`config.mk`:
```
export PLATFORM = sky130hd
export DESIGN_NAME = blackhole_scene_sequencer_flat
export DESIGN_NICKNAME = d
export VERILOG_FILES = /design/src/rtl/blackhole_scene_sequencer_if.sv /design/src/rtl/blackhole_scene_sequencer.sv /design/src/flat_wrapper.sv
export SDC_FILE = /design/constraint.sdc
export NUM_CORES = 1
export LEC_CHECK = 0
export CAP_MARGIN = 20
export CORE_ASPECT_RATIO = 1.25
export CORE_MARGIN = 2
export CORE_UTILIZATION = 40
export DETAILED_ROUTE_END_ITERATION = 8
export HOLD_SLACK_MARGIN = 0.12
export SETUP_SLACK_MARGIN = 0.2
export SLEW_MARGIN = 40
export SYNTH_ARGS = -nofsm -noshare
export SYNTH_HDL_FRONTEND = slang
export SYNTH_SLANG_ARGS = --single-unit
```
`constraint.sdc`:
```
create_clock -name clk -period 2.65 [get_ports clk]
set_input_delay 0.3975 -clock clk [delete_from_list [all_inputs] [get_ports clk]]
set_output_delay 0.3975 -clock clk [all_outputs]
set_load 0.005 [all_outputs]
```
`src/rtl/blackhole_scene_sequencer_if.sv`:
```
// Control/status bundle between the VGA sync/renderer side and the scene sequencer.
// The sequencer takes the slave view; whoever drives vsync and the controls takes the master view.
interface blackhole_scene_sequencer_if;
    logic        vsync_in;
    logic        pause;
    logic        step;
    logic [1:0]  speed;
    logic        frame_tick;
    logic [15:0] frame_cnt;
    logic [1:0]  state_o;
    logic [9:0]  text_y;
    logic        text_en;
    logic [7:0]  ring_phase;

    modport slave (
        input  vsync_in, pause, step, speed,
        output frame_tick, frame_cnt, state_o, text_y, text_en, ring_phase
    );

    modport master (
        output vsync_in, pause, step, speed,
        input  frame_tick, frame_cnt, state_o, text_y, text_en, ring_phase
    );
endinterface

```
`src/rtl/blackhole_scene_sequencer.sv`:
```
// Frame-rate animation controller for the black-hole demo: detects frame boundaries on vsync
// and steps the text WAIT -> FALL -> SWALLOW cycle, updating outputs only at frame boundaries.
module blackhole_scene_sequencer #(
    parameter int TEXT_Y_TOP  = 20,
    parameter int SWALLOW_Y   = 200,
    parameter int WAIT_FRAMES = 128,
    parameter int HIDE_FRAMES = 32
) (
    input  logic                           clk,
    input  logic                           rst_n,
    blackhole_scene_sequencer_if.slave     bus
);
    typedef enum logic [1:0] {
        ST_WAIT    = 2'd0,
        ST_FALL    = 2'd1,
        ST_SWALLOW = 2'd2,
        ST_ILLEGAL = 2'd3
    } state_t;

    localparam logic [9:0]  TOP_Y     = 10'(TEXT_Y_TOP);
    localparam logic [9:0]  SW_Y      = 10'(SWALLOW_Y);
    localparam logic [10:0] SW_Y_WIDE = 11'(SWALLOW_Y);
    localparam logic [8:0]  WAIT_LAST = 9'(WAIT_FRAMES - 1);
    localparam logic [8:0]  HIDE_LAST = 9'(HIDE_FRAMES - 1);

    state_t      state_r, state_nxt_s;
    logic        vsync_prev_r;
    logic        frame_tick_r;
    logic        pause_prev_r;
    logic        step_armed_r, step_armed_nxt_s;
    logic [15:0] frame_cnt_r;
    logic [7:0]  ring_phase_r;
    logic [9:0]  text_y_r, text_y_nxt_s;
    logic        text_en_r, text_en_nxt_s;
    logic [8:0]  dwell_r, dwell_nxt_s;
    logic [10:0] fall_sum_s;
    logic        adv_s;

    assign adv_s = frame_tick_r && (!bus.pause || step_armed_r);

    // Step arming: a new paused step wins over the clear so a step coincident with a tick arms the next one.
    always_comb begin
        step_armed_nxt_s = step_armed_r;
        if (bus.step && bus.pause) begin
            step_armed_nxt_s = 1'b1;
        end else if (adv_s) begin
            step_armed_nxt_s = 1'b0;
        end else if (pause_prev_r && !bus.pause) begin
            step_armed_nxt_s = 1'b0;
        end else begin
            step_armed_nxt_s = step_armed_r;
        end
    end

    // Next-state and next-output logic of the text-fall cycle, applied only on an advance.
    always_comb begin
        state_nxt_s   = state_r;
        text_y_nxt_s  = text_y_r;
        text_en_nxt_s = text_en_r;
        dwell_nxt_s   = dwell_r;
        fall_sum_s    = {1'b0, text_y_r} + (11'd1 << bus.speed);
        case (state_r)
            ST_WAIT: begin
                text_en_nxt_s = 1'b1;
                text_y_nxt_s  = TOP_Y;
                if (dwell_r == WAIT_LAST) begin
                    state_nxt_s = ST_FALL;
                    dwell_nxt_s = 9'd0;
                end else begin
                    dwell_nxt_s = dwell_r + 9'd1;
                end
            end
            ST_FALL: begin
                if (fall_sum_s >= SW_Y_WIDE) begin
                    text_y_nxt_s  = SW_Y;
                    text_en_nxt_s = 1'b0;
                    state_nxt_s   = ST_SWALLOW;
                    dwell_nxt_s   = 9'd0;
                end else begin
                    text_y_nxt_s  = fall_sum_s[9:0];
                end
            end
            ST_SWALLOW: begin
                text_en_nxt_s = 1'b0;
                if (dwell_r == HIDE_LAST) begin
                    state_nxt_s   = ST_WAIT;
                    text_y_nxt_s  = TOP_Y;
                    text_en_nxt_s = 1'b1;
                    dwell_nxt_s   = 9'd0;
                end else begin
                    dwell_nxt_s   = dwell_r + 9'd1;
                end
            end
            default: begin
                state_nxt_s   = ST_WAIT;
                text_y_nxt_s  = TOP_Y;
                text_en_nxt_s = 1'b1;
                dwell_nxt_s   = 9'd0;
            end
        endcase
    end

    // Frame boundary detection; vsync_prev resets high so releasing reset with vsync idle gives no tick.
    always_ff @(posedge clk or negedge rst_n) begin
        if (!rst_n) begin
            vsync_prev_r <= 1'b1;
            frame_tick_r <= 1'b0;
            pause_prev_r <= 1'b0;
            step_armed_r <= 1'b0;
        end else begin
            vsync_prev_r <= bus.vsync_in;
            frame_tick_r <= !vsync_prev_r && bus.vsync_in;
            pause_prev_r <= bus.pause;
            step_armed_r <= step_armed_nxt_s;
        end
    end

    // Animation state and outputs, frozen except in the advance cycle.
    always_ff @(posedge clk or negedge rst_n) begin
        if (!rst_n) begin
            state_r      <= ST_WAIT;
            text_y_r     <= TOP_Y;
            text_en_r    <= 1'b1;
            dwell_r      <= 9'd0;
            frame_cnt_r  <= 16'd0;
            ring_phase_r <= 8'd0;
        end else if (adv_s) begin
            state_r      <= state_nxt_s;
            text_y_r     <= text_y_nxt_s;
            text_en_r    <= text_en_nxt_s;
            dwell_r      <= dwell_nxt_s;
            frame_cnt_r  <= frame_cnt_r + 16'd1;
            ring_phase_r <= ring_phase_r + 8'd1;
        end else begin
            state_r      <= state_r;
            text_y_r     <= text_y_r;
            text_en_r    <= text_en_r;
            dwell_r      <= dwell_r;
            frame_cnt_r  <= frame_cnt_r;
            ring_phase_r <= ring_phase_r;
        end
    end

    assign bus.frame_tick = frame_tick_r;
    assign bus.frame_cnt  = frame_cnt_r;
    assign bus.state_o    = state_r;
    assign bus.text_y     = text_y_r;
    assign bus.text_en    = text_en_r;
    assign bus.ring_phase = ring_phase_r;
endmodule

```
`src/flat_wrapper.sv`:
```
// flat-port wrapper written by rule: the top's interface ports become plain ports
module blackhole_scene_sequencer_flat 
#(
    parameter int TEXT_Y_TOP  = 20,
    parameter int SWALLOW_Y   = 200,
    parameter int WAIT_FRAMES = 128,
    parameter int HIDE_FRAMES = 32
)
  (clk, rst_n, bus_vsync_in, bus_pause, bus_step, bus_speed, bus_frame_tick, bus_frame_cnt, bus_state_o, bus_text_y, bus_text_en, bus_ring_phase);
  blackhole_scene_sequencer_if bus_i ();
  input  logic clk;
  input  logic rst_n;
  input wire logic [$bits(bus_i.vsync_in)-1:0] bus_vsync_in;
  input wire logic [$bits(bus_i.pause)-1:0] bus_pause;
  input wire logic [$bits(bus_i.step)-1:0] bus_step;
  input wire logic [$bits(bus_i.speed)-1:0] bus_speed;
  output wire logic [$bits(bus_i.frame_tick)-1:0] bus_frame_tick;
  output wire logic [$bits(bus_i.frame_cnt)-1:0] bus_frame_cnt;
  output wire logic [$bits(bus_i.state_o)-1:0] bus_state_o;
  output wire logic [$bits(bus_i.text_y)-1:0] bus_text_y;
  output wire logic [$bits(bus_i.text_en)-1:0] bus_text_en;
  output wire logic [$bits(bus_i.ring_phase)-1:0] bus_ring_phase;
  assign bus_i.vsync_in = bus_vsync_in;
  assign bus_i.pause = bus_pause;
  assign bus_i.step = bus_step;
  assign bus_i.speed = bus_speed;
  assign bus_frame_tick = bus_i.frame_tick;
  assign bus_frame_cnt = bus_i.frame_cnt;
  assign bus_state_o = bus_i.state_o;
  assign bus_text_y = bus_i.text_y;
  assign bus_text_en = bus_i.text_en;
  assign bus_ring_phase = bus_i.ring_phase;
  blackhole_scene_sequencer #(.TEXT_Y_TOP(TEXT_Y_TOP), .SWALLOW_Y(SWALLOW_Y), .WAIT_FRAMES(WAIT_FRAMES), .HIDE_FRAMES(HIDE_FRAMES)) u_core (.clk(clk), .rst_n(rst_n), .bus(bus_i));
endmodule
```
After elaboration in Yosys (flattened, before gate mapping) --
Index checks and enable logic that the tools add are counted.
Word-level totals: register bits after elaboration 50, output and inout port bits 38
Operators by class: add/sub/neg operators 4, $lt $le $gt $ge 1, eq/ne operators 7, shift operators 1, muxes and demuxes 17, reductions and logical operators 12
Operators with widths (number):
- $mux W9 | 3
- $pmux W9 S3 | 1
- $mux W10 | 2
- $pmux W10 S2 | 1
- $add A16 B1 Y16 const B | 1
- $add A10 B11 Y11 | 1
- $ge A11 B8 Y1 const B | 1
- $shl A1 B2 Y11 const A | 1
- $add A9 B1 Y9 const B | 1
- $eq A9 B5 Y1 const B | 1
- $eq A9 B7 Y1 const B | 1
- $add A8 B1 Y8 const B | 1
- $mux W2 | 3
- $ne A2 B1 Y1 const B | 3
- $pmux W2 S3 | 1
- $mux W1 | 5
- $logic_and A1 B1 Y1 | 4
- $reduce_and A2 Y1 | 2
- $reduce_and A4 Y1 | 1
- $reduce_bool A3 Y1 | 1
- $eq A2 B1 Y1 const B | 1
- $eq A2 B2 Y1 const B | 1
- $logic_not A1 Y1 | 2
- $logic_not A2 Y1 | 1
- 2 further kinds | 2

Longest topological paths before layout --
depth after elaboration 5, mapped depth 11

Worst setup path after synthesis --
OpenSTA, ideal clock, no wires.
kind input -> register, start input bus_speed[1], end register u_core.state_r[0] (netlist: u_core.bus.state_o[0]), arrival 2456 ps, path slack 56 ps, cell stages on the path 11, buffers on the path 1, cell sequence nor2_1 > ha_1 > inv_1 > fa_1 > nand2b_1 > a2111oi_2 > mux2i_1 > nor2_2 > o21ai_2 > buf_6 > o311ai_1
On the way: cells in the longest elaborated chain, start to end 5
Ends and longest elaborated chain:
- start: declaration | RTL line flat_wrapper.sv:16 | input wire logic [$bits(bus_i.speed)-1:0] bus_speed;
- $shl A1 B2 Y11 | RTL line blackhole_scene_sequencer.sv:61 | fall_sum_s = {1'b0, text_y_r} + (11'd1 << bus.speed);
- $add A10 B11 Y11 | RTL line blackhole_scene_sequencer.sv:61
- $ge A11 B8 Y1 | RTL line blackhole_scene_sequencer.sv:74 | if (fall_sum_s >= SW_Y_WIDE) begin
- $ne A2 B1 Y1 (no line)
- $reduce_and A4 Y1 (no line)
- end signal: assignment | RTL line blackhole_scene_sequencer.sv:128 | state_r <= state_nxt_s;
- end signal: assignment | RTL line blackhole_scene_sequencer.sv:135 | state_r <= state_r;
- end: declaration | RTL line blackhole_scene_sequencer.sv:26 | state_t state_r, state_nxt_s;
No other way between the ends. A chain may end at the register's enable or synchronous reset.

Worst setup path in the final report --
start register u_core.text_y_r[0] (netlist: u_core.bus.text_y[0]), end register u_core.dwell_r[4]
On the way: cells in the longest elaborated chain, start to end 4
Ends and longest elaborated chain:
- start: declaration | RTL line blackhole_scene_sequencer.sv:33 | logic [9:0] text_y_r, text_y_nxt_s;
- start signal: assignment | RTL line blackhole_scene_sequencer.sv:129 | text_y_r <= text_y_nxt_s;
- start signal: assignment | RTL line blackhole_scene_sequencer.sv:136 | text_y_r <= text_y_r;
- $add A10 B11 Y11 | RTL line blackhole_scene_sequencer.sv:61
- $ge A11 B8 Y1 | RTL line blackhole_scene_sequencer.sv:74
- $ne A2 B1 Y1 (no line)
- $reduce_and A2 Y1 (no line)
- end signal: assignment | RTL line blackhole_scene_sequencer.sv:131 | dwell_r <= dwell_nxt_s;
- end signal: assignment | RTL line blackhole_scene_sequencer.sv:138 | dwell_r <= dwell_r;
- end: declaration | RTL line blackhole_scene_sequencer.sv:35 | logic [8:0] dwell_r, dwell_nxt_s;
No other way between the ends.

==> impl_results.md <==
- Status: finished clean
- Max Freq: roughly 410 MHz
- Share of layout cells above drive strength 1: between 20% and 30%
- Seq/Total Area, Yosys: a little under half
- CTS tree: built
- Cell Rows: 33
- Finish-stage setup viols: 0
- Top cells by count, synth: dfrtp_1 (46), nand2_1 (30), nor2_1 (23)
- WP data required: approximately 2.8 ns
- Routed len/inst: around 14 um
- Synth area leaders: dfrtp_1 (42%), xnor2_1 (6.1%), nand2_1 (4.1%), dfstp_2 (3.8%), ha_1 (3.2%)
- Main synth FF type: dfrtp_1
- Post-synth top area share: a little over two fifths
- Total CTS buffers: 5
- R2R Path End: u_core.dwell_r[4]
- Port buffer count: 44
- Post-synthesis adder-cell area fraction: 3.91%
- FF-to-FF path depth: 11
- Worst slew pin tran: 0.611 ns
- Vias in the first global route: approximately 2.4k
- Dominant cell type by area after synthesis: dfrtp_1
- RSZ-0062 raised after global routing: true
- Vias/cell: approximately 5.2
- Worst-Skew Late Latency: 0.30 ns
- R2R Path Start: u_core.bus.text_y[0]
- Worst vdd ir: ~310 uV
- Drc violations: 0
- Via count: around 2.3k
- Min Hold Slack: roughly 0.42 ns
- IO Pins: 45
- Clock sink count: 50
- Crit share post-route: 91.2%
- Syn Area/Cell: around 9.6 sq um
- Antenna cell count: 0
- CP startpoint: u_core.bus.text_y[0]
- Routed Antenna Nets: 0
- Synth Register Bits: 50
- Max Cap Viol: 0
- Global-route wire length before repair: roughly 11 mm
- Starting Density: about two fifths
- Initial antenna violation count: 0
- Syn_nets: around 300
- Drt initial violations: 92
- GRT Total Usage: between 10% and 20%
- Gpl congestion: between 0.8 and 0.9
- Mapped Cells: around 290
- Half-perimeter wire length after placement: ~4.3 mm
- Finished Cell Area: roughly 0.0038 sq mm
- Area delta synth->final: 37.1%
- DP Area: roughly 0.0035 sq mm
- Hold Path Class: reg2reg
- Crit. End Element: flop
- Largest net degree at the start of global routing: 51
- Relative slew margins: between 50% and 60%
- Synthesized cell area: around 0.0028 sq mm
- Post-Route Skew: approximately 0.0068 ns
- Ys Warns: 0
- Unique cell type count in the Yosys netlist: 50
- H-tree levels: 2
- DR pass1 iterations: 4
- WP data arrival: 2.60 ns
- Maximum clock insertion buffer count: 2
- Post-synthesis simple-gate area fraction: 19.0%
- Fin crit period: 2.42 ns
- Core Area: approximately 0.0066 sq mm
- Root Buffer: clkbuf_8
- Die width: approximately 78 um
- Post-synthesis mux area share: around 1.1%
- P_leak: between 0.0015 and 0.002 uW
- Flop-to-flop setup slack: ~0.23 ns
- Reg clk slew, reported paths: 0.09 ns
- Fin nets: roughly 380
- CP Launch Type: flop
- Slew Viols, Final: 0
- Worst-path maximum fanout: 6
- Compound-Gate Fraction of Synth Area: 19.0%
- Asr flop ratio synth: 100%
- Die area: 0.00756 sq mm
- Remaining global-route overflow: 0
- Post-synth EDFFs: 0
- Final hold vios: 0
- Wirelength, routed: about 6.3 mm
- XOR/XNOR Fraction of Synth Area: 7.32%
- Die height: just under 100 um
- Setup CP Type: reg2reg
- PwrDens: a little under 700 mW/mm^2
- Critical Path Sink: u_core.dwell_r[4]
- Main combinational cell family by area after synthesis: simple AND/OR/NAND/NOR gates
- Most numerous cell in the Yosys netlist: dfrtp_1
==> flip-flops by register name, summed over array words and instances (netlist names) <==
| register | count |
|---|---|
| u_core.bus.frame_cnt | 16 |
| u_core.bus.text_y | 10 |
| u_core.dwell_r | 9 |
| u_core.bus.ring_phase | 8 |
| u_core.bus.state_o | 2 |
| u_core.bus.frame_tick | 1 |
| u_core.bus.text_en | 1 |
| u_core.pause_prev_r | 1 |
| u_core.step_armed_r | 1 |
| u_core.vsync_prev_r | 1 |
==> kinds of logic after synthesis <==
group | count (synthesis)
compound gates | 72
mux | 3
xor+xnor | 23
buf+inv | 24
flops | 50
simple gates | 107
fa+ha+maj | 8
==> critical path, cell delays in order, from the launching register on <==
cell and delay (ns):
dfrtp_1 0.40, ha_2 0.19, buf_4 0.13, buf_4 0.13, a211o_4 0.35, buf_4 0.14, a21oi_2 0.17, and2_4 0.17
a21oi_4 0.06, o21ai_4 0.30, buf_12 0.17, o221ai_2 0.09
==> worst min-delay path by stage <==
| stage | start | to | slack, ns | cells after the start |
|---|---|---|---|---|
| global placement | rst_n | u_core.bus.ring_phase[7] | 0.41 | 2 |
| floorplan | rst_n | u_core.bus.frame_cnt[0] | 0.10 | 0 |
| finish | u_core.pause_prev_r | u_core.step_armed_r | 0.42 | 1 |
| detailed placement | rst_n | u_core.bus.ring_phase[6] | 0.41 | 2 |
| CTS | u_core.pause_prev_r | u_core.step_armed_r | 0.44 | 1 |
| global route | u_core.pause_prev_r | u_core.step_armed_r | 0.43 | 1 |
==> power by group <==
part	leakage [uW]	internal (uW)	switching [uW]
clock network	0.0000374	186	253
logic	0.000976	603	445
registers	0.000612	900	174
total	0.00163	1690	871
==> layout make-up <==
type / count / area (sq um)
Fill cell: 581 / 2840
Multi-Input combinational cell: 213 / 1530
Sequential cell: 50 / 1260
Timing Repair Buffer: 75 / 722
Tap cell: 87 / 109
Clock buffer: 6 / 72.6
Inverter: 17 / 63.8
Clock inverter: 2 / 15.0
==> per-layer routing <==
layer / global-route usage, % / part of all wire (%) / vias up / wire, um
met5: 0 / 0 / - / 0
met3: 2.80 / 3.3 / 7 / 209
met2: 30.3 / 52 / 54 / 3240
li1: - / - / 1160 / -
met4: 5.13 / 1.4 / 0 / 87
met1: 22.4 / 44 / 1121 / 2750
==> metrics by stage <==
| step | total power, uW | util (%) | setup slack [ns] | TNS, ns | cells |
|---|---|---|---|---|---|
| after detailed placement | 2010 | 52.8 | -0.388 | -6.05 | 434 |
| after global placement | 2000 | 52.8 | -0.321 | -4.90 | 434 |
| after global routing | 2760 | 57.1 | 0.126 | 0 | 450 |
| after floorplan | 1550 | - | 0.187 | 0 | 287 |
| final | 2560 | 57.1 | 0.233 | 0 | 450 |
| after CTS | 2490 | 55.5 | 0.147 | 0 | 448 |
==> cell usage in the layout, fill, tap and decap left out, drive strengths merged, types with 2 or more instances in the layout <==
cell           netlist  routed
a2111oi              2       2
a211oi               2       2
a21o                 2       2
a21oi               18      18
a2bb2oi              5       5
a31oi                2       2
and2                 4       4
and3                 5       5
and4                 3       3
buf                  5      33
clkbuf               2       6
clkdlybuf4s50        0      41
clkinvlp             0       2
dfrtp               46      46
dfstp                4       4
ha                   7       7
inv                 17      17
mux2i                2       2
nand2               30      30
nand2b               5       5
nand3               12      12
nand4                7       7
nor2                24      24
nor2b                5       5
nor3                 6       6
o21a                 2       2
o21ai               21      21
o21bai               2       2
o22ai                3       3
o311ai               2       2
o31ai                3       3
or3                  4       4
xnor2               19      19
xor2                 4       4
==> what timing repair did <==
| action | 4_1_cts | 5_1_grt |
|---|---|---|
| hold endpoints to repair | 46 | 0 |
| endpoints found under the setup margin | 20 | 19 |
| gates resized for setup | 17 | 16 |
| pin swaps | 6 | 6 |
| gates cloned | 1 | 0 |
| hold buffers | 1 | 0 |
| setup buffers | 4 | 2 |
Power figures use the tool's default switching activity.
